[src/rtl/pool_sched_pkg.sv]
// Shared definitions for the pool scheduler and the pool engine it drives:
// scheduler state encoding and default field widths.
package pool_sched_pkg;

   localparam int unsigned DefFrameWidth      = 8;
   localparam int unsigned DefPatchWidth      = 8;
   localparam int unsigned DefPoolKernelWidth = 3;
   localparam int unsigned CfgFlWidth         = 5;

   typedef enum logic [2:0] {
      StIdle,
      StWaitPel,
      StLaunch,
      StRun,
      StNext
   } pool_state_e;

endpackage

[src/rtl/pool_sched.sv]
// Layer scheduler for the pool engine: launches one pool pass per finished PE-line
// patch, walks patch/frame counters and drives the frame-pool/delta controls.
module pool_sched
   import pool_sched_pkg::*;
#(
   parameter int unsigned FRAME_WIDTH       = DefFrameWidth,
   parameter int unsigned PATCH_WIDTH       = DefPatchWidth,
   parameter int unsigned POOL_KERNEL_WIDTH = DefPoolKernelWidth
) (
   input  logic                                      clk,
   input  logic                                      rst_n,
   input  logic                                      Start,
   input  logic [CfgFlWidth-1:0]                     CfgFl,
   input  logic                                      CfgPoolIfm,
   input  logic [POOL_KERNEL_WIDTH-1:0]              CfgStride,
   input  logic [PATCH_WIDTH-1:0]                    CfgNumPatch,
   input  logic [FRAME_WIDTH-1:0]                    CfgNumFrm,
   input  logic                                      PEL_Fnh,
   input  logic                                      POOL_Fnh,
   output logic                                      POOL_En,
   output logic [CfgFlWidth+POOL_KERNEL_WIDTH:0]     CFG_POOL,
   output logic                                      POOL_ValFrm,
   output logic                                      POOL_ValDelta,
   output logic                                      PEL_Rdy,
   output logic                                      Busy,
   output logic                                      Done,
   output logic                                      Err,
   output logic [FRAME_WIDTH-1:0]                    CntFrm,
   output logic [PATCH_WIDTH-1:0]                    CntPatch
);

   pool_state_e                  state_q, state_d;
   logic [CfgFlWidth-1:0]        cfg_fl_q;
   logic                         cfg_ifm_q;
   logic [POOL_KERNEL_WIDTH-1:0] cfg_stride_q;
   logic [PATCH_WIDTH-1:0]       num_patch_q;
   logic [FRAME_WIDTH-1:0]       num_frm_q;
   logic [FRAME_WIDTH-1:0]       cnt_frm_q, cnt_frm_d;
   logic [PATCH_WIDTH-1:0]       cnt_patch_q, cnt_patch_d;
   logic                         pend_q, pend_d;
   logic                         err_q, err_d;
   logic                         done_q, done_d;
   logic                         cfg_latch;
   logic                         cfg_legal;
   logic                         pel_in_flight;
   logic [FRAME_WIDTH-1:0]       out_frm;

   assign cfg_legal = ((CfgStride == POOL_KERNEL_WIDTH'(2)) ||
                       (CfgStride == POOL_KERNEL_WIDTH'(3))) &&
                      (CfgNumPatch != '0) && (CfgNumFrm != '0);

   // A PE-line finish while a patch is launching, pooling or retiring is queued one deep.
   assign pel_in_flight = PEL_Fnh &&
                          ((state_q == StLaunch) || (state_q == StRun) || (state_q == StNext));

   always_comb begin
      state_d     = state_q;
      cnt_frm_d   = cnt_frm_q;
      cnt_patch_d = cnt_patch_q;
      pend_d      = pend_q;
      err_d       = err_q;
      done_d      = 1'b0;
      cfg_latch   = 1'b0;

      if (pel_in_flight) begin
         if (pend_q) begin
            err_d = 1'b1;
         end else begin
            pend_d = 1'b1;
         end
      end

      unique case (state_q)
         StIdle: begin
            if (Start) begin
               if (cfg_legal) begin
                  cfg_latch   = 1'b1;
                  cnt_frm_d   = '0;
                  cnt_patch_d = '0;
                  pend_d      = 1'b0;
                  err_d       = 1'b0;
                  state_d     = StWaitPel;
               end else begin
                  err_d  = 1'b1;
                  done_d = 1'b1;
               end
            end
         end
         StWaitPel: begin
            if (PEL_Fnh || pend_q) begin
               // A fresh finish arriving alongside a queued one stays queued.
               pend_d  = PEL_Fnh && pend_q;
               state_d = StLaunch;
            end
         end
         StLaunch: state_d = StRun;
         StRun: begin
            if (POOL_Fnh) begin
               state_d = StNext;
            end
         end
         StNext: begin
            state_d = StWaitPel;
            if (cnt_patch_q == num_patch_q - PATCH_WIDTH'(1)) begin
               cnt_patch_d = '0;
               cnt_frm_d   = cnt_frm_q + FRAME_WIDTH'(1);
               if (cnt_frm_q == num_frm_q - FRAME_WIDTH'(1)) begin
                  done_d  = 1'b1;
                  state_d = StIdle;
               end
            end else begin
               cnt_patch_d = cnt_patch_q + PATCH_WIDTH'(1);
            end
         end
         default: state_d = StIdle;
      endcase
   end

   always_ff @(posedge clk or negedge rst_n) begin
      if (!rst_n) begin
         state_q     <= StIdle;
         cnt_frm_q   <= '0;
         cnt_patch_q <= '0;
         pend_q      <= 1'b0;
         err_q       <= 1'b0;
         done_q      <= 1'b0;
      end else begin
         state_q     <= state_d;
         cnt_frm_q   <= cnt_frm_d;
         cnt_patch_q <= cnt_patch_d;
         pend_q      <= pend_d;
         err_q       <= err_d;
         done_q      <= done_d;
      end
   end

   always_ff @(posedge clk or negedge rst_n) begin
      if (!rst_n) begin
         cfg_fl_q     <= '0;
         cfg_ifm_q    <= 1'b0;
         cfg_stride_q <= '0;
         num_patch_q  <= '0;
         num_frm_q    <= '0;
      end else if (cfg_latch) begin
         cfg_fl_q     <= CfgFl;
         cfg_ifm_q    <= CfgPoolIfm;
         cfg_stride_q <= CfgStride;
         num_patch_q  <= CfgNumPatch;
         num_frm_q    <= CfgNumFrm;
      end
   end

   // Counters only move in StNext, so these stay fixed from launch through the pool run.
   assign out_frm       = cfg_ifm_q ? (cnt_frm_q >> 1) : cnt_frm_q;
   assign POOL_ValFrm   = cfg_ifm_q & cnt_frm_q[0];
   assign POOL_ValDelta = (out_frm != '0);

   assign POOL_En  = (state_q == StLaunch);
   assign PEL_Rdy  = (state_q == StWaitPel);
   assign Busy     = (state_q != StIdle);
   assign Done     = done_q;
   assign Err      = err_q;
   assign CFG_POOL = {cfg_fl_q, cfg_ifm_q, cfg_stride_q};
   assign CntFrm   = cnt_frm_q;
   assign CntPatch = cnt_patch_q;

endmodule

[config.mk]
export PLATFORM = sky130hd
export DESIGN_NAME = pool_sched
export DESIGN_NICKNAME = d
export VERILOG_FILES = /design/src/rtl/pool_sched_pkg.sv /design/src/rtl/pool_sched.sv
export SDC_FILE = /design/constraint.sdc
export NUM_CORES = 1
export LEC_CHECK = 0
export ABC_AREA = 1
export CORE_ASPECT_RATIO = 0.8
export CORE_MARGIN = 5
export CORE_UTILIZATION = 51
export CTS_CLUSTER_SIZE = 14
export DETAILED_ROUTE_END_ITERATION = 8
export HOLD_SLACK_MARGIN = 0.08
export PLACE_DENSITY = 0.78
export SLEW_MARGIN = 20
export SYNTH_ARGS = -nofsm -noshare
export SYNTH_HDL_FRONTEND = slang
export SYNTH_SLANG_ARGS = --single-unit
[constraint.sdc]
create_clock -name clk -period 1.95 [get_ports clk]
set_input_delay 0.4875 -clock clk [delete_from_list [all_inputs] [get_ports clk]]
set_output_delay 0.4875 -clock clk [all_outputs]
set_load 0.05 [all_outputs]
==> results of run 1 <==
[metal layers]
metal | global-route usage (%) | share of wire, % | vias to the layer above
met5 | 0 | 0 | -
met4 | 5.92 | 1.1 | 0
met3 | 6.00 | 7.6 | 10
met2 | 29.0 | 43 | 88
met1 | 30.9 | 49 | 1270
li1 | - | - | 1454
[flip-flops by register name, summed over array words and instances (netlist names)]
name / flops
cfg_ifm_q: 1
CntFrm: 8
num_frm_q: 8
cfg_fl_q: 5
state_q: 3
cfg_stride_q: 3
CntPatch: 8
Err: 1
num_patch_q: 8
pend_q: 1
Done: 1
[worst max-delay path by stage]
| stage | end | slack (ns) | cells past startpoint | start |
|---|---|---|---|---|
| 5_1_grt | state_q[0] | 0.006 | 13 | num_frm_q[0] |
| 3_3_place_gp | num_patch_q[1] | -0.08 | 11 | CfgNumFrm[0] |
| 2_1_floorplan | POOL_ValDelta | 0.02 | 2 | CntFrm[0] |
| 3_5_place_dp | num_patch_q[4] | -0.14 | 10 | CfgNumPatch[3] |
| 4_1_cts | CntFrm[3] | 0.04 | 12 | num_patch_q[1] |
| 6_report | POOL_ValDelta | 0.09 | 3 | CntFrm[2] |
[final cells by class]
| cell class | count | area, sq um |
|---|---|---|
| Clock buffer | 5 | 68.8 |
| Clock inverter | 3 | 43.8 |
| Fill cell | 467 | 1640 |
| Inverter | 58 | 218 |
| Multi-Input combinational cell | 292 | 1480 |
| Sequential cell | 47 | 1180 |
| Tap cell | 78 | 97.6 |
| Timing Repair Buffer | 88 | 766 |
[kinds of logic (layout without fill, tap and decap cells)]
group | Yosys count | count (layout)
xor gates and xnor gates | 19 | 19
and+or+nand+nor | 232 | 232
DFF | 47 | 47
AOI/OAI and AO/OA | 37 | 37
adders and majority gates | 4 | 4
buffers and inverters | 69 | 154
[cell usage after synthesis (all sizes together)]
master,count,share of area [%]
nand3b,4,1.0
inv,58,7.5
dfrtp,47,41
nor2,39,5.4
or2,3,0.65
nand2,133,18
xor2,13,3.9
nand4,9,1.9
nor3b,2,0.52
o21a,1,0.26
o21bai,1,0.26
buf,9,2.0
xnor3,1,0.78
nor3,5,0.86
nand3,35,6.0
a21oi,4,0.69
o21ai,29,5.3
ha,4,1.7
xnor2,5,1.5
o211ai,2,0.69
nor4,2,0.43
clkbuf,2,0.26
[worst max-delay path: cells and delay by family, from the launching register on]
| family | cells | cell delay, ns |
|---|---|---|
| flip-flops | 1 | 0.46 |
| buffers and inverters | 1 | 0.21 |
| AO/OA/AOI/OAI | 1 | 0.12 |
| AND/OR/NAND/NOR | 1 | 0.28 |
[layout by cell type, fill, tap and decap left out, types with 6 or more instances in the layout]
cell / instances
sky130_fd_sc_hd__o21ai_1: 20
sky130_fd_sc_hd__o21ai_0: 6
sky130_fd_sc_hd__buf_4: 56
sky130_fd_sc_hd__nand2_1: 127
sky130_fd_sc_hd__nor2_1: 34
sky130_fd_sc_hd__xor2_1: 13
sky130_fd_sc_hd__inv_1: 51
sky130_fd_sc_hd__dfrtp_1: 46
sky130_fd_sc_hd__nand3_1: 34
sky130_fd_sc_hd__nand4_1: 9
sky130_fd_sc_hd__inv_2: 7
sky130_fd_sc_hd__clkdlybuf4s50_1: 28
[per-stage QoR]
stage               setup WS, ns  TNS, ns
CTS                       0.0427        0
floorplan                 0.0249        0
detailed placement        -0.139    -2.74
global route             0.00587        0
finish                    0.0901        0
global placement         -0.0781    -1.25
[where the power goes]
part           switching (W)  internal (W)
registers           0.000462       0.00136
clock network       0.000335      0.000382
logic                0.00224       0.00134
total                0.00304       0.00308
[what timing repair did]
item,CTS,global route
pin swaps,0,1
buffers inserted,0,3
endpoints found under the setup margin,1,20
gates resized for setup,1,11
cloned,0,0
hold endpoints to repair,0,0
hold buffers,0,0
==> flow_summary.rst, run 1 <==
.. list-table::
   :header-rows: 1

   * - Metric
     - Value
   * - Worst r2r dst
     - CntFrm[7]
   * - Tightest Pin Transition
     - 0.387 ns
   * - Setup repair after global routing missed its margin
     - false
   * - Worst Reg-to-Reg Cells
     - 11
   * - Path type of the worst setup path
     - reg2out
   * - Fin. max-slew vios
     - 0
   * - Total non-filler cell area in the finished layout
     - around 3900 sq um
   * - Worst relative slew slack
     - 74.2%
   * - Number of endpoints failing setup at the final stage
     - 0
   * - Remaining number of nets flagged by the antenna check after routing
     - 0
   * - Die footprint
     - approximately 7300 sq um
   * - Gr usage total
     - 20.7%
   * - Final clock period utilization by the worst path
     - a little over nine tenths
   * - Iteration count of the initial detailed-routing pass
     - 5
   * - Global-route wire length before repair
     - 12.2 mm
   * - Worst-case register-to-register setup slack
     - around 0.14 ns
   * - Delay of the slowest critical-path stage
     - 0.46 ns
   * - Total power consumption of the routed design
     - just over 0.006 W
   * - Detail-routed net length per standard cell
     - 12.4 microns
   * - Post-layout util
     - between 70% and 80%
   * - Congestion Overflow GR
     - 0
   * - Ratio of routed vias to standard cells
     - between 4 and 5
   * - Initial standard-cell utilization of the core
     - 52.8%
   * - FP Rows
     - 24
   * - Worst path slowest cell
     - sky130_fd_sc_hd__dfrtp_1
   * - Class of the tightest hold or removal check
     - in2async
   * - Post-Synthesis Cell Area
     - 2900 sq um
   * - Hold violation count in the final report
     - 0
   * - Startpoint of the lowest-slack register-to-register path
     - num_patch_q[0]
   * - RD Place Congestion
     - 0.914
   * - Iteration-0 DRC count of the detailed router
     - 227
   * - Critical-path cell list
     - nor4_2 > o211ai_1 > buf_4
   * - Number of cells produced by synthesis
     - 408
   * - Warnings, synthesis
     - 0
   * - Sequential-to-total area share from yosys stat
     - 40.6%
   * - I/O pin cnt
     - 62
   * - Pwr/cell area
     - 1590 nW/um^2
   * - Maximum ir drop on the vdd rail
     - between 0.0008 and 0.0009 V
   * - Outcome
     - finished, final reports clean
   * - Adder-cell share of the synthesized area
     - around 1.7%
   * - # clock sinks
     - 47
   * - Post-DP HPWL
     - 5.52 mm
   * - Cell area after placement
     - 3680 sq um
   * - Worst hold margin
     - ~0.09 ns
   * - DIE WIDTH
     - 94.3 microns
   * - Data required time at the worst endpoint
     - 1.46 ns
   * - Antenna diodes
     - 0
   * - Post-layout min period
     - about 1.9 ns
   * - Maximum clock path buffer count
     - 2
   * - Core region area
     - 5500 sq um
   * - Leakage power summed over all cells
     - 2.01 nW
   * - Top fanout value on the critical path
     - 6
   * - Worst-path clk slew
     - approximately 0.09 ns
   * - MaxCap Viol Count
     - 0
   * - Type of element capturing the critical path
     - primary output
   * - Buffers added on ports
     - 61
   * - Syn_area_per_cell
     - 7.11 sq um
   * - Number of buffers created by CTS
     - 5
   * - Peak clock frequency supported by timing
     - 538 MHz
   * - Mux contribution to synthesized area
     - 0%
   * - Area fraction in compound gates after synthesis
     - under 10%
   * - WP data arrival
     - 1.37 ns
   * - Startpoint types
     - register
   * - DIE HEIGHT
     - 77.5 microns
   * - Post-placement cell count
     - 560
   * - Synthesis-stage register bit count
     - 47
   * - Clock root buffer master
     - sky130_fd_sc_hd__clkbuf_8
   * - Maximum clock skew at final layout
     - 0.00269 ns
   * - Vias in the first global route
     - 2,657
   * - XOR/XNOR Fraction of Synth Area
     - 6.21%
   * - Fraction of final layout cells with drive strength greater than 1
     - 19.5%
   * - Cell variety after synth
     - 32
   * - CTS tree
     - built
   * - Clock latency on the worst-skew pair
     - approximately 0.30 ns
   * - Synthesized-area fraction occupied by and/or/nand/nor cells
     - 34.6%
   * - Net Count, Synth
     - 442
   * - Final instance count without filler cells
     - approximately 570
   * - Pin count of the biggest net entering global routing
     - 33
   * - WL final
     - ~7.1 mm
   * - Drc violations
     - 0
   * - Layout overhead on the synthesized area
     - 32.9%
   * - Largest family of logic cells by synthesized area
     - simple AND/OR/NAND/NOR gates
   * - H-tree depth
     - 2
   * - Total vias in the final route
     - 2,822
   * - Number of nets in the finished design
     - 526
   * - Antenna violations before repair
     - 0
(Power assumes the default switching activity.)
==> inputs of run 2 (changes only) <==
MAX_ROUTING_LAYER = met4   (was unset)
REMOVE_ABC_BUFFERS = 1   (was unset)
==> run 2 against run 1 <==
Compared with the run above:
- cell count fell by 0.53%
- maximum frequency decreased by 1.1%
- clock power decreased by 3%
- via count decreased by 0.64%
- critical path depth is the same
- die area unchanged
- power rose by 1.5%
- critical path type unchanged
- critical endpoint unchanged
==> flow_summary.rst, run 2 (synthesized netlist as in run 1, its figures left out) <==
.. list-table::
   :header-rows: 1

   * - Metric
     - Value
   * - WP data arrival
     - 1.39 ns
   * - Outcome
     - finished, final reports clean
   * - Detail-routed net length per standard cell
     - 13.1 microns
   * - Post-layout util
     - a little under three quarters
   * - Worst Reg-to-Reg Cells
     - 11
   * - MaxCap Viol Count
     - 0
   * - Worst r2r dst
     - CntFrm[7]
   * - Drc violations
     - 0
   * - Number of buffers created by CTS
     - 5
   * - Type of element capturing the critical path
     - primary output
   * - Post-layout min period
     - 1.88 ns
   * - Startpoint of the lowest-slack register-to-register path
     - num_patch_q[0]
   * - Pwr/cell area
     - between 1500 and 2000 nW/um^2
   * - Maximum clock skew at final layout
     - 0.00798 ns
   * - Startpoint types
     - register
   * - Vias in the first global route
     - about 2,600
   * - CTS tree
     - built
   * - Critical path destination
     - POOL_ValDelta
   * - Clock latency on the worst-skew pair
     - roughly 0.3 ns
   * - Fin. max-slew vios
     - 0
   * - Initial standard-cell utilization of the core
     - between 50% and 60%
   * - Iteration count of the initial detailed-routing pass
     - 4
   * - Pin count of the biggest net entering global routing
     - 48
   * - FP Rows
     - 24
   * - Worst-path clk slew
     - 0.09 ns
   * - Class of the tightest hold or removal check
     - in2async
   * - Worst hold margin
     - 0.157 ns
   * - Buffers added on ports
     - 61
   * - Final clock period utilization by the worst path
     - between 90 and 100%
   * - Global-route wire length before repair
     - 12.4 mm
   * - Ratio of routed vias to standard cells
     - 4.94
   * - Clock root buffer master
     - sky130_fd_sc_hd__clkbuf_8
   * - Maximum clock path buffer count
     - 2
   * - Launching element of the worst setup path
     - CntFrm[1]
   * - Congestion Overflow GR
     - 0
   * - Most frequent cells in the layout
     - 125 x sky130_fd_sc_hd__nand2_1, 51 x sky130_fd_sc_hd__buf_4, 50 x sky130_fd_sc_hd__inv_1, 45 x sky130_fd_sc_hd__dfrtp_1
   * - # clock sinks
     - 47
   * - Remaining number of nets flagged by the antenna check after routing
     - 0
   * - Gr usage total
     - 21.6%
   * - H-tree depth
     - 2
   * - Most common cell after layout, fill and taps aside
     - sky130_fd_sc_hd__nand2_1
   * - DIE WIDTH
     - 94.3 microns
   * - Die footprint
     - roughly 7300 sq um
   * - Fraction of final layout cells with drive strength greater than 1
     - 20.4%
   * - Data required time at the worst endpoint
     - 1.46 ns
   * - Setup repair after global routing missed its margin
     - true
   * - I/O pin cnt
     - 62
   * - Worst relative slew slack
     - between 70% and 80%
   * - Hold violation count in the final report
     - 0
   * - RD Place Congestion
     - ~0.86
   * - DIE HEIGHT
     - 77.5 microns
   * - Worst-case register-to-register setup slack
     - 0.12 ns
   * - Top fanout value on the critical path
     - 5
   * - Tightest Pin Transition
     - 0.432 ns
   * - Total vias in the final route
     - 2,804
   * - Layout overhead on the synthesized area
     - 34.6%
   * - Path type of the worst setup path
     - reg2out
   * - Iteration-0 DRC count of the detailed router
     - 133
   * - Maximum ir drop on the vdd rail
     - 0.00116 V
   * - Number of nets in the finished design
     - 524
   * - Antenna diodes
     - 0
   * - Core region area
     - about 5500 sq um
   * - Peak clock frequency supported by timing
     - 531 MHz
   * - Antenna violations before repair
     - 0
   * - Post-DP HPWL
     - 5.50 mm
   * - WL final
     - 7.46 mm
   * - Number of endpoints failing setup at the final stage
     - 0
   * - Leakage power summed over all cells
     - 2.03 nW
-- run 2: cell count changes in the layout (fill, tap and decap cells not counted), moves of 2 or more --
cell                      delta
sky130_fd_sc_hd__buf_4       -5
sky130_fd_sc_hd__nor2_2      +2
sky130_fd_sc_hd__buf_12      +2
sky130_fd_sc_hd__nand3_2     +2
sky130_fd_sc_hd__nand2_4     +3
sky130_fd_sc_hd__nand2_1     -2
sky130_fd_sc_hd__nand3_1     -2
sky130_fd_sc_hd__nor2_1      -2
-- run 2: final cells by class --
| type | instances | area, sq um |
|---|---|---|
| clock buffer | 6 | 72.6 |
| clock inverter | 1 | 30.0 |
| fill | 470 | 1590 |
| inverter | 58 | 218 |
| multi-input combinational | 293 | 1540 |
| sequential | 47 | 1180 |
| tap | 78 | 97.6 |
| timing repair buffer | 85 | 768 |
-- run 2: what timing repair did --
action,4_1_cts,5_1_grt
pin swaps,0,7
cloned,0,1
buffers inserted,0,4
endpoints found under the hold margin,0,0
setup endpoints to repair,8,46
hold buffers,0,0
gates resized for setup,2,23
-- run 2: how the worst min path moves through the flow --
stage                          from               to  cells past startpoint
finish                        rst_n      cfg_fl_q[0]                      2
global route                  rst_n      cfg_fl_q[0]                      2
CTS                           rst_n      cfg_fl_q[0]                      2
detailed placement  cfg_stride_q[1]  cfg_stride_q[1]                      2
global placement    cfg_stride_q[1]  cfg_stride_q[1]                      2
floorplan                     rst_n        CntFrm[0]                      0
-- run 2: routing by layer --
layer  up-vias  track usage, %  part of all wire, %
li1       1444               -                    -
met1      1277            30.5                   48
met2        77            31.4                   45
met3         6            5.80                  6.2
met4         0            4.04                 0.67
met5         -               -                    0
-- run 2: where the power goes --
part | total, W | switching [W] | leakage [nW] | internal (W)
registers | 0.00182 | 0.000465 | 0.598 | 0.00136
clock network | 0.000697 | 0.000321 | 0.0513 | 0.000376
logic | 0.00369 | 0.00230 | 1.38 | 0.00139
total | 0.00621 | 0.00309 | 2.03 | 0.00312
-- run 2: critical path, stage by stage (launching register included) --
cell,delay (ns)
sky130_fd_sc_hd__dfrtp_2,0.45
sky130_fd_sc_hd__nor4_2,0.28
sky130_fd_sc_hd__o211ai_1,0.17
sky130_fd_sc_hd__buf_12,0.18
-- run 2: per-stage QoR --
| step | cells | power (W) | TNS (ns) | worst slack [ns] | instance area, sq um |
|---|---|---|---|---|---|
| floorplan | 397 | 0.00416 | -11.39 | -0.491 | 2840 |
| detailed placement | 556 | 0.00526 | -7.85 | -0.238 | 3670 |
| CTS | 563 | 0.00599 | 0 | 0.00667 | 3780 |
| global route | 568 | 0.00671 | -0.0326 | -0.0197 | 3900 |
| global placement | 556 | 0.00517 | -5.54 | -0.175 | 3670 |
| finish | 568 | 0.00621 | 0 | 0.0685 | 3900 |
==> edit (settings of run 1) <==
`CfgFlWidth`: 5 -> 10.
--- a/src/rtl/pool_sched_pkg.sv
+++ b/src/rtl/pool_sched_pkg.sv
@@ -5,7 +5,7 @@
    localparam int unsigned DefFrameWidth      = 8;
    localparam int unsigned DefPatchWidth      = 8;
    localparam int unsigned DefPoolKernelWidth = 3;
-   localparam int unsigned CfgFlWidth         = 5;
+   localparam int unsigned CfgFlWidth         = 10;
 
    typedef enum logic [2:0] {
       StIdle,
Interface: changed (resized CFG_POOL and CfgFl); port bits go from 62 to 72. The function was not compared with the original's and may differ.
==> edit against run 1 <==
Non-clock buffer count up 4; design area up 9.3%; worst setup slack worse by 0.021 ns; synthesized area up 9.7%; sequential share of layout area up 0.48 points; via count up 6.3%; sequential cell count up 5; routed wire length up 7.5%; synthesized cell count up 5.4%; global-route usage down 0.65 points; total power down 4.7%; cell count up 5.3%; critical path type unchanged; largest power group unchanged.
==> edit: results (changes against run 1) <==
* Status: finished clean
* R2r worst-path depth at 13 (+2)
* CP Data Arrival Time at 1.39 ns (+0.02 ns)
* TritonRoute pass-1 iters at 4 (-1)
* DR WL met2 at 3437 um (+14%)
* IO Port Bufs at 71 (+16%)
* Hpwl dp at 5968 um (+8.0%)
* DRT met1 WL at 3504 um (+1.2%)
* Area post-placement at 4028 um2 (+9.5%)
* Largest cells by area after synthesis: dfrtp_1 (41%), nand2_1 (14%), nand3_1 (6.9%), nor2_1 (6.0%), inv_1 (4.6%)
* Synth unique cells at 36 (+13%)
* Reg-to-reg startpoint: num_patch_q[1]
* Global-route met2 utilization at 0.3266 (+0.03622)
* Crit path launch: CntFrm[1]
* Met3 Use GR at 0.06076 (+0.0008026)
* Synthesized area per cell at 7.402 um2 (+4.1%)
* Largest net degree at the start of global routing at 53 (+61%)
* Met1 GRT Util at 0.2700 (-0.03925)
* Layout cells sized above 1 at 0.2288 (+0.03412)
* Clock Skew at 0.006911 ns (+0.004225 ns)
* Setup Slack @ Placement at -0.1431 ns (-0.003610 ns)
* Post-synth top cells: nand2_1 (116), dfrtp_1 (52), nor2_1 (51)
* RR Endpoint: CntFrm[3]
* Seq/Total Area, Yosys at 0.4088 (+0.003283)
* Final worst setup slack at 0.06862 ns (-0.02150 ns)
* Worst-Margin Slew at 0.3806 ns (-0.006605 ns)
* Via count at 3001 (+6.3%)
==> edit: cell types whose count changed in the layout (fill, tap and decap cells not counted), sizes merged, moves of 6 or more <==
cell,delta
nor2,+20
nand3,+14
o21ai,-10
a21oi,+9
inv,-7
nand4,-6
==> edit: cell families after synthesis <==
| logic type | after synthesis | share of synthesized area |
|---|---|---|
| and+or+nand+nor | 261 | 0.3888 |
| buffers and inverters | 60 | 0.07625 |
| DFF | 52 | 0.4088 |
| AOI/OAI and AO/OA | 34 | 0.05818 |
| xor gates and xnor gates | 19 | 0.05228 |
| adders and majority gates | 4 | 0.01572 |
==> edit: where the power goes <==
part	switching, mW	leakage [nW]	internal (mW)
clock	0.376	0.0485	0.258
combinational	2.14	1.41	1.21
sequential	0.394	0.644	1.46
total	2.90	2.10	2.92
==> edit: worst min-delay path by stage <==
stage | startpoint | slack, ns | to
final | rst_n | 0.15 | cfg_stride_q[1]
after global routing | rst_n | 0.17 | cfg_fl_q[6]
after CTS | rst_n | 0.16 | cfg_stride_q[1]
after detailed placement | cfg_stride_q[1] | 0.46 | cfg_stride_q[1]
after global placement | cfg_fl_q[1] | 0.45 | cfg_fl_q[1]
after floorplan | rst_n | 0.19 | CntFrm[0]
==> edit: layout make-up <==
class                           count  area, um2  share of cell area
Clock buffer                        5      68.82             0.01634
Clock inverter                      3      22.52            0.005346
Inverter                           50      190.2             0.04514
Multi-Input combinational cell    318       1677              0.3980
Sequential cell                    52       1308              0.3104
Tap cell                           81      101.3             0.02406
Timing Repair Buffer               92      845.8              0.2008
==> edit: timing repair <==
action	in CTS	in global routing
buffers inserted	0	7
gates resized for setup	0	10
setup endpoints to repair	0	18
